==> src/rtl/control_unit.sv <==
// control_unit: multi-cycle accumulator CPU sequencer; registered state, combinational datapath controls.
module control_unit (
  input  logic       clk,
  input  logic       clear,
  input  logic [2:0] IR75,
  input  logic       Aeq0,
  input  logic       Apos,
  input  logic       in_valid,
  output logic       IRload,
  output logic       JMPmux,
  output logic       PCload,
  output logic       Meminst,
  output logic       MemWr,
  output logic       Aload,
  output logic       Sub,
  output logic [1:0] Asel,
  output logic       in_ack,
  output logic       halted,
  output logic [3:0] state,
  output logic [7:0] instr_count
);
  typedef enum logic [3:0] {
    S_START  = 4'd0,
    S_FETCH  = 4'd1,
    S_DECODE = 4'd2,
    S_LOAD   = 4'd8,
    S_STORE  = 4'd9,
    S_ADD    = 4'd10,
    S_SUB    = 4'd11,
    S_INPUT  = 4'd12,
    S_JZ     = 4'd13,
    S_JPOS   = 4'd14,
    S_HALT   = 4'd15
  } state_t;
  state_t state_q, state_d;
  logic [7:0] cnt_q, cnt_d;
  always_comb begin
    IRload  = 1'b0;
    JMPmux  = 1'b0;
    PCload  = 1'b0;
    MemWr   = 1'b0;
    Aload   = 1'b0;
    Sub     = 1'b0;
    Asel    = 2'b00;
    in_ack  = 1'b0;
    halted  = 1'b0;
    Meminst = state_q[3];
    state_d = state_q;
    cnt_d   = cnt_q;
    unique case (state_q)
      S_START:  state_d = S_FETCH;
      S_FETCH: begin
        IRload  = 1'b1;
        PCload  = 1'b1;
        state_d = S_DECODE;
        cnt_d   = cnt_q + 8'd1;
      end
      S_DECODE: begin
        Meminst = 1'b1;
        state_d = state_t'({1'b1, IR75});
      end
      S_LOAD: begin
        Aload   = 1'b1;
        Asel    = 2'b10;
        state_d = S_FETCH;
      end
      S_STORE: begin
        MemWr   = 1'b1;
        state_d = S_FETCH;
      end
      S_ADD: begin
        Aload   = 1'b1;
        state_d = S_FETCH;
      end
      S_SUB: begin
        Aload   = 1'b1;
        Sub     = 1'b1;
        state_d = S_FETCH;
      end
      S_INPUT: begin
        Aload   = in_valid;
        Asel    = in_valid ? 2'b01 : 2'b00;
        in_ack  = in_valid;
        state_d = in_valid ? S_FETCH : S_INPUT;
      end
      S_JZ: begin
        PCload  = Aeq0;
        JMPmux  = Aeq0;
        state_d = S_FETCH;
      end
      S_JPOS: begin
        PCload  = Apos;
        JMPmux  = Apos;
        state_d = S_FETCH;
      end
      S_HALT:   halted = 1'b1;
      default:  state_d = S_START;
    endcase
  end
  always_ff @(posedge clk) begin
    if (clear) begin
      state_q <= S_START;
      cnt_q   <= 8'd0;
    end else begin
      state_q <= state_d;
      cnt_q   <= cnt_d;
    end
  end
  assign state       = state_q;
  assign instr_count = cnt_q;
endmodule

==> config.mk <==
export PLATFORM = sky130hd
export DESIGN_NAME = control_unit
export DESIGN_NICKNAME = d
export VERILOG_FILES = /design/src/rtl/control_unit.sv
export SDC_FILE = /design/constraint.sdc
export NUM_CORES = 1
export LEC_CHECK = 0
export ABC_AREA = 1
export CORE_MARGIN = 3
export CORE_UTILIZATION = 35
export DETAILED_ROUTE_END_ITERATION = 16
export DONT_BUFFER_PORTS = 1
export PLACE_DENSITY = 0.55
export SYNTH_ARGS = -nofsm -noshare
export SYNTH_HDL_FRONTEND = slang
export SYNTH_SLANG_ARGS = --single-unit
==> constraint.sdc <==
create_clock -name clk -period 1.55 [get_ports clk]
set_input_delay 0.465 -clock clk [delete_from_list [all_inputs] [get_ports clk]]
set_output_delay 0.465 -clock clk [all_outputs]
set_load 0.01 [all_outputs]
==> results.cfg <==
[run_status]
status = finished with violations
violations = negative setup slack

[route]
wl_um = 2371
vias = 826
routedWlPerCell_um = 14.28
ant_nets = 0
drt-pass1-iter-count = 4
via_per_inst = 4.976
drc = 0
drtIter0Drc = 13

[power]
p_leak_nw = 0.5603
power_density_nw_per_um2 = 892.3
ir_drop_v = 0.0005426
p_total_mw = 1.009

[timing]
slew_violations = 0
fmax_ghz = 0.6035
fin_ws_ns = -0.1070
hold_viol = 0
fin_worst_skew_ns = 0.01278
slew-limit-headroom_pct = 82.27
rsz0062_at_grt = true
worst_pin_slew_ns = 0.2656
period_needed_ns = 1.657
period_share_pct = 106.9
setup_viol = 13

[cts]
cts_max_level = 1
ctsRootBufferMaster = clkbuf_4
cts_tree = yes
cts-buffers-inserted = 3
numClockSinks = 12
clockBufferDepth = 2
clk-insertion-delay-late_ns = 0.30
path_clk_slew_ns = 0.10
ctsHoldBuffers = 0

[placed_design]
placed_area_um2 = 785.8
port_buffers = 0
dp_hpwl_um = 1366
gp_congestion = 0.7879

[worst_setup_path]
reg2reg_to = state[2]
start_kind = register
rr_startpoint = state[3]
critical_path.max_fanout = 5
arrival_ns = 1.19
critical_path.startpoint = state[3]
rrSetupSlack_ns = -0.05
r2r_cells = 14
cp-endpoint = Meminst
crit_required_ns = 1.08
end_kind = output port
crit_type = reg2out

[finish]
regArea_um2 = 255.2
multi_input_comb_area_um2 = 508.0
layout-drive-gt1-share_pct = 48.94
nFillCells = 166
synthToLayoutAreaGrowth_pct = 59.44
antenna_cells = 0
design_area_um2 = 1131
nets = 151

[synthesis]
ys_ff_latch = 12
yosysUniqueCellTypes = 20
synth_edf_count = 0
syn_nets = 123
synth-seq-area-share_pct = 33.86
syn_area_um2 = 709.4
synthCells = 114
synthFlopType = dfxtp_1
async_flop_share_pct = 0
syn_area_per_cell_um2 = 6.223
yosysWarnings = 0

[global_route]
grt_pass1_vias = 758
grt_start_max_net_pins = 10
gr-usage-met3_pct = 4.373
grt_use_met2_pct = 27.25
antenna_found_initial = 0
grt.total_usage_pct = 17.15
grt-ovfl-total = 0
busiest_layer = met2
grt_pass1_wl_um = 3325
use_met1_pct = 21.29

[die]
die_w_um = 51.02
core_um2 = 1821
dieArea_um2 = 2603
io_pins = 31
initial_core_util_pct = 38.97
die_y_um = 51.02
rows = 15

[run]
max_cap_violations = 0

[hold_path]
hp-class = in2reg
min_path_cells = 1
## Yosys cell counts, types with 2 or more instances
library cell,number,area share (%)
inv_2,2,1.1
nor2_4,2,3.2
inv_1,23,12
dfxtp_1,12,34
o21ai_0,5,3.5
nor2_1,17,9.0
nor3_1,2,1.4
nand4_1,3,2.6
nand3b_1,2,2.1
nand3_1,8,5.6
nor2_2,2,1.8
nand2_1,28,15
## sequential cells by signal, summed over array words and instances (netlist names)
signal / cells
instr_count: 8
state: 4
## layout make-up
class	count	share of cell area (%)
multi-input cells	76	44.91
flip-flops and latches	12	22.57
repair buffers	24	16.92
inverters	25	9.624
clock buffers	4	3.208
well taps	25	2.765
## worst max-delay path, cell delays in order, from the launching register on
cell	delay [ns]
dfxtp_4	0.39
buf_6	0.14
inv_4	0.06
nand2_4	0.07
nor2_4	0.11
inv_2	0.05
nand2_2	0.07
## cell families (layout without fill, tap and decap cells)
logic type      count (synthesis)  in the layout  synth area share, %
compound gates                  8              8                5.819
xor+xnor                        1              1                1.235
fa+ha+maj                       1              1                1.763
buf+inv                        26             53                14.29
flops                          12             12                33.86
simple gates                   66             66                43.03
## metal layers
metal	vias to the layer above	wire length (um)
li1	403	-
met4	0	65
met3	9	165
met5	-	0
met1	381	989
met2	33	1151
## power by group
part	leakage [nW]	switching [mW]	internal [mW]	total, mW
clock network	0.0210	0.131	0.143	0.274
registers	0.100	0.0404	0.331	0.371
logic	0.439	0.202	0.162	0.364
total	0.560	0.373	0.636	1.01
## stage by stage
| step | cells | hold slack [ns] | utilization, % | worst slack (ns) | setup TNS (ns) |
|---|---|---|---|---|---|
| finish | 166 | 0.2155 | 62.13 | -0.1070 | -0.8010 |
| detailed placement | 145 | 0.5370 | 43.16 | 0.07754 | 0 |
| global route | 166 | 0.2129 | 62.13 | -0.1832 | -1.483 |
| floorplan | 114 | 0.5116 | - | 0.06777 | 0 |
| global placement | 145 | 0.5374 | 43.16 | 0.08953 | 0 |
| CTS | 160 | 0.2215 | 53.13 | -0.09496 | -0.5779 |
## cell usage in the layout (no fill, tap or decap), drive strengths merged
cell / n
nand2: 30
inv: 25
buf: 24
nor2: 21
dfxtp: 12
nand3: 8
o21ai: 6
clkbuf: 4
nand4: 3
nor3: 2
nand3b: 2
a21oi: 1
a31oi: 1
xor2: 1
ha: 1
## what timing repair did
| action | 4_1_cts | 5_1_grt |
|---|---|---|
| endpoints found under the setup margin | 11 | 13 |
| setup buffers | 11 | 6 |
| endpoints found under the hold margin | 0 | 0 |
| pin swaps | 5 | 10 |
| resized for setup | 26 | 34 |
## how the worst min path moves through the flow
stage,from,end
6_report,clear,state[1]
5_1_grt,clear,state[1]
4_1_cts,clear,state[1]
3_5_place_dp,clear,state[1]
3_3_place_gp,clear,state[1]
2_1_floorplan,instr_count[0],instr_count[0]
Note: power is estimated with default switching activity, not from simulation.
